==> src/rtl/clock_time_ctrl.sv <==
// 24-hour BCD time-of-day clock with a RUN/SET_HOUR/SET_MIN mode FSM,
// a one-second prescaler and a sticky hour:minute alarm.
module clock_time_ctrl #(
   parameter int unsigned TICKS_PER_SEC = 100000000
) (
   input  logic       clk,
   input  logic       reset_n,
   input  logic       mode_btn,
   input  logic       inc_btn,
   input  logic       alarm_en,
   input  logic [7:0] alarm_hour,
   input  logic [7:0] alarm_min,
   output logic [7:0] hours,
   output logic [7:0] minutes,
   output logic [7:0] seconds,
   output logic [1:0] mode,
   output logic       sec_tick,
   output logic       alarm
);

   localparam int unsigned PW = (TICKS_PER_SEC > 2) ? $clog2(TICKS_PER_SEC) : 1;
   localparam logic [PW-1:0] PRESC_MAX = PW'(TICKS_PER_SEC - 1);

   typedef enum logic [1:0] {
      RUN      = 2'd0,
      SET_HOUR = 2'd1,
      SET_MIN  = 2'd2
   } mode_e;

   mode_e         state_q, state_d;
   logic [PW-1:0] presc_q, presc_d;
   logic [7:0]    hours_q, hours_d;
   logic [7:0]    min_q, min_d;
   logic [7:0]    sec_q, sec_d;
   logic          tick_q, tick_d;
   logic          alarm_q, alarm_d;

   logic [8:0]    sec_inc, min_inc;
   logic [7:0]    hour_inc;
   logic          alarm_set;

   // Returns {carry, next} for a 00-59 BCD field.
   function automatic logic [8:0] inc_bcd60(input logic [7:0] v);
      if (v[3:0] == 4'd9) begin
         if (v[7:4] == 4'd5) return {1'b1, 8'h00};
         else                return {1'b0, v[7:4] + 4'd1, 4'd0};
      end
      return {1'b0, v[7:4], v[3:0] + 4'd1};
   endfunction

   function automatic logic [7:0] inc_bcd24(input logic [7:0] v);
      if (v == 8'h23)        return 8'h00;
      if (v[3:0] == 4'd9)    return {v[7:4] + 4'd1, 4'd0};
      return {v[7:4], v[3:0] + 4'd1};
   endfunction

   assign sec_inc  = inc_bcd60(sec_q);
   assign min_inc  = inc_bcd60(min_q);
   assign hour_inc = inc_bcd24(hours_q);

   always_comb begin
      state_d   = state_q;
      presc_d   = '0;
      hours_d   = hours_q;
      min_d     = min_q;
      sec_d     = sec_q;
      tick_d    = 1'b0;
      alarm_set = 1'b0;
      case (state_q)
         RUN: begin
            if (presc_q == PRESC_MAX) begin
               tick_d = 1'b1;
               sec_d  = sec_inc[7:0];
               if (sec_inc[8]) begin
                  min_d = min_inc[7:0];
                  if (min_inc[8]) hours_d = hour_inc;
               end
               // Compare against the post-carry time so the match lands on HH:MM:00.
               alarm_set = alarm_en && (sec_d == 8'h00) &&
                           (hours_d == alarm_hour) && (min_d == alarm_min);
            end else begin
               presc_d = presc_q + PW'(1);
            end
            if (mode_btn) begin
               state_d = SET_HOUR;
               presc_d = '0;
            end
         end
         SET_HOUR: begin
            if (mode_btn)     state_d = SET_MIN;
            else if (inc_btn) hours_d = hour_inc;
         end
         SET_MIN: begin
            if (mode_btn) begin
               state_d = RUN;
               sec_d   = 8'h00;
            end else if (inc_btn) begin
               min_d = min_inc[7:0];
            end
         end
         default: state_d = RUN;
      endcase
      if (mode_btn || inc_btn || !alarm_en) alarm_d = 1'b0;
      else                                  alarm_d = alarm_q || alarm_set;
   end

   always_ff @(posedge clk or negedge reset_n) begin
      if (!reset_n) begin
         state_q <= RUN;
         presc_q <= '0;
         hours_q <= '0;
         min_q   <= '0;
         sec_q   <= '0;
         tick_q  <= 1'b0;
         alarm_q <= 1'b0;
      end else begin
         state_q <= state_d;
         presc_q <= presc_d;
         hours_q <= hours_d;
         min_q   <= min_d;
         sec_q   <= sec_d;
         tick_q  <= tick_d;
         alarm_q <= alarm_d;
      end
   end

   assign hours    = hours_q;
   assign minutes  = min_q;
   assign seconds  = sec_q;
   assign mode     = state_q;
   assign sec_tick = tick_q;
   assign alarm    = alarm_q;

endmodule

==> config.mk <==
export PLATFORM = sky130hd
export DESIGN_NAME = clock_time_ctrl
export DESIGN_NICKNAME = d
export VERILOG_FILES = /design/src/rtl/clock_time_ctrl.sv
export SDC_FILE = /design/constraint.sdc
export NUM_CORES = 1
export LEC_CHECK = 0
export ABC_AREA = 1
export ABC_CLOCK_PERIOD_IN_PS = 2100
export CAP_MARGIN = 10
export CORE_MARGIN = 2
export CORE_UTILIZATION = 40
export CTS_BUF_LIST = sky130_fd_sc_hd__clkbuf_4 sky130_fd_sc_hd__clkbuf_8
export DETAILED_ROUTE_END_ITERATION = 16
export SETUP_SLACK_MARGIN = 0.5
export SLEW_MARGIN = 20
export SYNTH_ARGS = -nofsm -noshare
export SYNTH_HDL_FRONTEND = slang
export SYNTH_SLANG_ARGS = --single-unit
==> constraint.sdc <==
create_clock -name clk -period 2.1 [get_ports clk]
set_input_delay 0.42 -clock clk [delete_from_list [all_inputs] [get_ports clk]]
set_output_delay 0.42 -clock clk [all_outputs]
set_load 0.02 [all_outputs]
==> metrics.yaml, run 1 <==
power.total_mw: 5.09
cts.hold.buffers_added: 0
clkLatencyLatePin_ps: 320
grt_start_max_net_pins: 56
wl_per_cell_um: 14.4
grt_pass1_wl_um: 18800
finalCritPeriodShare_pct: 95.8
crit_arrival_ps: 2270
grt_pass1_vias: 4105
power_frac_seq_pct: 30.3
ctsRootBufferMaster: "clkbuf_8"
core_mm2: 0.00924
post-place-ws_ps: 18.8
cts.sinks: 55
fin_util_pct: 61.6
dpl.cell_count: 759
cts_tree: "yes"
routed_wl_um: 11800
path_clk_slew_ps: 120
netlist_instances: 574
drcViolationCount: 0
slew_headroom_pct: 73.2
viasPerCell: 5.16
holdWs_ps: 69.5
area_growth_pct: 49.8
cp_max_fo: 7
finalNetCount: 716
start_util_pct: 41.1
drv_cap: 0
ys_ff_latch: 55
gp_congestion: 0.874
drtPass1Iterations: 7
setup_slack_ps: 88.8
synth-seq-area-share_pct: 36.2
netlist_area_mm2: 0.00380
intPower_mw: 2.77
port_buffers: 48
power.clock.fraction_pct: 17.2
cp_data_required_time_ps: 2360
clock_path_buffers: 2
synth-simple-area-share_pct: 42.4
cp-end-kind: "register"
setup_viol: 0
die-area_mm2: 0.0103
syn_area_per_cell_um2: 6.62
synth-compound-area-share_pct: 9.03
p_per_area_mw_per_mm2: 894
gr-total-overflow: 0
worstMarginPinSlew_ps: 402
status: "finished clean"
antenna-diode-count: 0
syn_nets: 604
synthMuxAreaShare_pct: 0
ir_worst_vdd_mv: 0.338
rows: 35
crit_type: "reg -> reg"
rsz0062_at_grt: "true"
drt_iter0_drc: 168
antenna_left: 0
track_usage_pct: 23.0
finalHoldViolations: 0
synth_top_family_by_area: "simple AND/OR/NAND/NOR gates"
skew_ps: 17.5
die_h_um: 101
synthAdderAreaFrac_pct: 2.97
via_count: 4208
finalSetupTns_ps: 0
fin_area_mm2: 0.00569
drive_gt1_share_pct: 28.8
dpl_cell_area_mm2: 0.00464
antenna_found_initial: 0
h-tree-depth: 2
drv_slew: 0
synthDistinctLibCells: 32
switching_share_pct: 45.6
die_w_um: 101
p_switching_mw: 2.32
pin_count: 49
hold_path.class: "in -> async"
synthXorXnorAreaFrac_pct: 1.61
cts_buffers: 5
cp-start-kind: "register"
max_freq_mhz: 497
hpwl_um: 7510
ys.warnings.count: 0
power.leakage_nw: 2.71
final_cells: 816
pwr-share-comb_pct: 52.4
period_minus_slack_ps: 2010
-- cells in the final DEF, fill, tap and decap left out, types with 8 or more instances in the layout --
cell / netlist / final
nand2_1: 186 / 175
inv_1: 70 / 60
nor2_1: 68 / 49
dfrtp_1: 55 / 45
buf_4: 0 / 40
nand3_1: 58 / 37
dlygate4sd2_1: 0 / 23
clkdlybuf4s50_1: 0 / 20
nand3_2: 1 / 19
nor2_4: 2 / 16
o21ai_1: 1 / 15
buf_6: 0 / 15
nand4_1: 11 / 11
a21oi_1: 15 / 11
o21ai_2: 0 / 11
dfrtp_2: 0 / 10
inv_2: 1 / 9
nor2_2: 4 / 9
nand3b_1: 9 / 9
nand2_2: 3 / 8
-- worst max-delay path, cell delays in order (launching register included) --
cell	delay, ps
dfrtp_2	430
inv_2	80
ha_4	140
nand2_2	70
nor2_4	230
nand2_4	90
nor2_4	150
nand2_1	90
nand3b_1	140
nand2_1	70
nor2_1	80
nand2_1	60
nor2_1	110
nand3_1	90
a21oi_2	120
-- layer usage --
layer  share of wire, %  vias to the layer above  routed length (um)  global-route usage [%]
li1                   -                     2100                   -                       -
met1                 43                     1994                5120                    28.0
met2                 51                       94                6060                    41.4
met3                3.0                       20                 358                    3.17
met4                2.0                        0                 239                    8.11
met5                  0                        -                   0                       0
-- flip-flops by register name, indices dropped and copies added (netlist names) --
register,count
minutes,8
alarm,1
presc_q,27
seconds,8
hours,8
mode,2
sec_tick,1
-- cell families (layout without fill, tap and decap cells) --
family | after synthesis | after routing
and+or+nand+nor | 363 | 364
buffers and inverters | 77 | 188
AOI/OAI and AO/OA | 63 | 64
DFF | 55 | 55
adders and majority gates | 9 | 9
xor gates and xnor gates | 7 | 7
-- synthesized netlist by cell type (all sizes together) --
| cell type | number | area share [%] |
|---|---|---|
| nand3b | 9 | 1.8 |
| clkbuf | 3 | 0.30 |
| o22ai | 4 | 0.66 |
| dfrtp | 55 | 36 |
| nand4 | 11 | 1.8 |
| a211oi | 2 | 0.40 |
| inv | 71 | 7.0 |
| buf | 3 | 0.40 |
| nand2 | 191 | 19 |
| o21a | 2 | 0.40 |
| xor2 | 6 | 1.4 |
| nand3 | 59 | 7.9 |
| nor2 | 75 | 8.5 |
| o31ai | 1 | 0.20 |
| a31oi | 5 | 0.82 |
| nor4 | 5 | 0.99 |
| ha | 9 | 3.0 |
| o21ai | 33 | 4.3 |
| nor3 | 13 | 2.0 |
| a21oi | 16 | 2.2 |
| xnor2 | 1 | 0.23 |
-- repair_timing --
action	CTS	global route
gates cloned	5	0
endpoints found under the setup margin	81	58
pin swaps	23	28
hold endpoints to repair	0	0
setup buffers	31	13
resized for setup	141	54
-- worst paths after layout --
| check | startpoint | end | slack (ps) | depth (start not counted) |
|---|---|---|---|---|
| setup / recovery | minutes[1]$_DFFE_PN0P_ | alarm$_DFF_PN0_ | 90 | 14 |
| hold / removal | reset_n | minutes[0]$_DFFE_PN0P_ | 70 | 2 |
| setup reg to reg | minutes[1]$_DFFE_PN0P_ | alarm$_DFF_PN0_ | 90 | 14 |
| hold reg to reg | alarm$_DFF_PN0_ | alarm$_DFF_PN0_ | 540 | 2 |
| max in group asynchronous | reset_n | presc_q[19]$_DFF_PN0_ | 1740 | 2 |
| min in group clk | alarm$_DFF_PN0_ | alarm$_DFF_PN0_ | 540 | 2 |
-- power groups by stage --
stage                     sequential, mW  combinational, mW  clock (mW)
after global routing                1.57               2.96       0.947
after detailed placement            1.57               2.23           0
final                               1.54               2.67       0.877
after global placement              1.56               2.21           0
after CTS                           1.54               2.46       0.902
after floorplan                     1.74               1.21           0
-- final cells by class --
| type | instances | area, um2 |
|---|---|---|
| repair inverters | 1 | 7.51 |
| multi-input cells | 444 | 2700 |
| inverters | 71 | 283 |
| well taps | 129 | 161 |
| fillers | 822 | 3550 |
| flip-flops and latches | 55 | 1390 |
| clock buffers | 5 | 68.8 |
| clock inverters | 3 | 71.3 |
| repair buffers | 108 | 1010 |
Note: power is estimated with default switching activity, not from simulation.
==> run 2, diff against run 1 <==
CORE_ASPECT_RATIO = 1.1   (was not set)
CTS_CLUSTER_DIAMETER = 150   (was not set)
==> run 2 against run 1 <==
Net effect:
- worst setup slack got worse by 42 ps
- combinational power rose by 9.0%
- wire length rose by 9.3%
- via count rose by 6.0%
- highest routed layer unchanged
- critical endpoint unchanged
- power barely moved
- first-iteration DRC count rose by 29%
- final area rose by 3.5%
==> metrics.yaml, run 2 (synthesis gave the netlist of run 1 again) <==
status: "finished clean"
power.total_mw: 5.08  # about the same
gp_congestion: 0.866  # -0.90%
core_mm2: 0.00931  # +0.70%
largest_register: "presc_q"
rows: 37  # +5.7%
worstMarginPinSlew_ps: 484  # +81.9 ps
setup_slack_ps: 46.5  # -42.3 ps
clock_path_buffers: 2  # unchanged
drcViolationCount: 0  # unchanged
antenna_found_initial: 0  # unchanged
area_growth_pct: 55.0
cts_buffers: 5  # unchanged
finalNetCount: 740  # +3.4%
path_clk_slew_ps: 120  # about the same
clkLatencyLatePin_ps: 320  # about the same
met2_usage_pct: 41.7  # +0.30 points
drv_cap: 0  # unchanged
layout_commonest_cell: "nand2_1"
max_stage_delay_ps: 430  # about the same
reg2reg_to: "alarm$_DFF_PN0_"
ir_worst_vdd_mv: 0.352  # +4.3%
rsz0062_at_grt: "true"
slew_headroom_pct: 67.8  # -5.4 points
hpwl_um: 7710  # +2.6%
crit_type: "reg -> reg"
start_util_pct: 40.8  # -0.29 points
antenna-diode-count: 0  # unchanged
layout_common_cells: "163 x nand2_1, 63 x buf_4, 55 x inv_1"
use_met1_pct: 27.2  # -0.76 points
r2r_start: "minutes[1]$_DFFE_PN0P_"
fin_area_mm2: 0.00589  # +3.5%
cts_tree: "yes"
drive_gt1_share_pct: 36.8  # +8.0 points
r2r_setup_slack_ps: 50  # -40 ps
cp-end-kind: "register"
post-place-ws_ps: -29.8  # -48.6 ps
skew_ps: 25.9  # +8.36 ps
p_per_area_mw_per_mm2: 863  # -3.5%
finalCritPeriodShare_pct: 97.8  # +2.0 points
via_count: 4459  # +6.0%
drtPass1Iterations: 5  # -2
crit_slowest_cell: "dfrtp_2"
grt_pass1_wl_um: 19300  # +2.8%
pin_count: 49  # unchanged
cts.sinks: 55  # unchanged
crit_arrival_ps: 2310  # +40 ps
fin_util_pct: 63.3  # +1.7 points
port_buffers: 48  # unchanged
grt_start_max_net_pins: 40  # -29%
critical-path-top-delay-family: "simple AND/OR/NAND/NOR gates"
viasPerCell: 5.39  # +4.4%
drv_slew: 0  # unchanged
routed_wl_um: 12900  # +9.3%
largest_reg_flops: 27  # unchanged
dpl_cell_area_mm2: 0.00462  # -0.32%
top_usage_layer: "met2"
met3_usage_pct: 3.29  # +0.11 points
die_h_um: 106  # +4.7%
cp_max_fo: 6  # -1
crit_buf_inv: 1  # unchanged
track_usage_pct: 22.7  # -0.28 points
holdWs_ps: 41.5  # -28.0 ps
power.leakage_nw: 2.78  # +2.9%
grt_pass1_vias: 4105  # unchanged
period_minus_slack_ps: 2050  # +42.3 ps
ctsRootBufferMaster: "clkbuf_8"
finalHoldViolations: 0  # unchanged
setup_viol: 0  # unchanged
wl_per_cell_um: 15.5  # +7.7%
max_freq_mhz: 487  # -2.1%
h-tree-depth: 2  # unchanged
die-area_mm2: 0.0103  # about the same
cp-start-kind: "register"
gr-total-overflow: 0  # unchanged
r2r_cells: 14  # unchanged
path_cells: "inv_2, ha_4, nand2_4, nor2_4, nand2_4, nor2_4, nand2_1, nand3b_1, nand2_1, nor2_1, nand2_1, nor2_1, nand3_2, a21oi_2"
drt_iter0_drc: 216  # +29%
cpMostUsedCell: "nand2_1"
die_w_um: 96.9  # -4.5%
hold_path.class: "in -> async"
cp_data_required_time_ps: 2350  # about the same
antenna_left: 0  # unchanged
-- run 2: how the worst max path moves through the flow --
stage	slack, ps	startpoint	endpoint	cells after the start
floorplan	260	minutes[1]$_DFFE_PN0P_	alarm$_DFF_PN0_	14
global placement	-10	minutes[1]$_DFFE_PN0P_	alarm$_DFF_PN0_	14
detailed placement	-30	minutes[1]$_DFFE_PN0P_	alarm$_DFF_PN0_	14
CTS	160	minutes[1]$_DFFE_PN0P_	alarm$_DFF_PN0_	14
global route	-70	seconds[1]$_DFFE_PN0P_	alarm$_DFF_PN0_	13
finish	50	minutes[1]$_DFFE_PN0P_	alarm$_DFF_PN0_	14
-- run 2: cell type report --
type	instances	area, um2
multi-input combinational	445	2820
clock buffer	7	90.1
fill	831	3420
tap	117	146
clock inverter	1	5.00
timing repair inverter	1	7.51
sequential	55	1400
inverter	71	273
timing repair buffer	131	1150
-- run 2: through the flow --
stage	setup TNS, ps	cells
floorplan	0	574
global placement	-14.2	747
detailed placement	-29.8	747
CTS	0	801
global route	-70.3	828
finish	0	828
-- run 2: timing repair --
| action | CTS | global route |
|---|---|---|
| endpoints found under the hold margin | 0 | 0 |
| setup buffers | 43 | 24 |
| pin swaps | 23 | 31 |
| cloned | 3 | 3 |
| hold buffers | 0 | 0 |
| resized for setup | 126 | 127 |
| setup endpoints to repair | 79 | 65 |
-- run 2: routing by layer --
metal,share of wire [%],vias up,routed length [um]
met5,0,-,0
met2,52,150,6700
li1,-,2142,-
met1,39,2124,5020
met3,5.3,43,683
met4,3.6,0,463
-- run 2: power by group --
| part | leakage (nW) | switching [mW] | internal [mW] |
|---|---|---|---|
| combinational | 2.01 | 1.77 | 1.14 |
| sequential | 0.718 | 0.254 | 1.27 |
| clock | 0.0517 | 0.362 | 0.281 |
| total | 2.78 | 2.39 | 2.69 |
==> run 3, diff against run 2 <==
CTS_CLUSTER_DIAMETER = not set   (was 150)
==> results of run 3 <==
No change in the layout: final DEF, timing and power equal those of run 2.
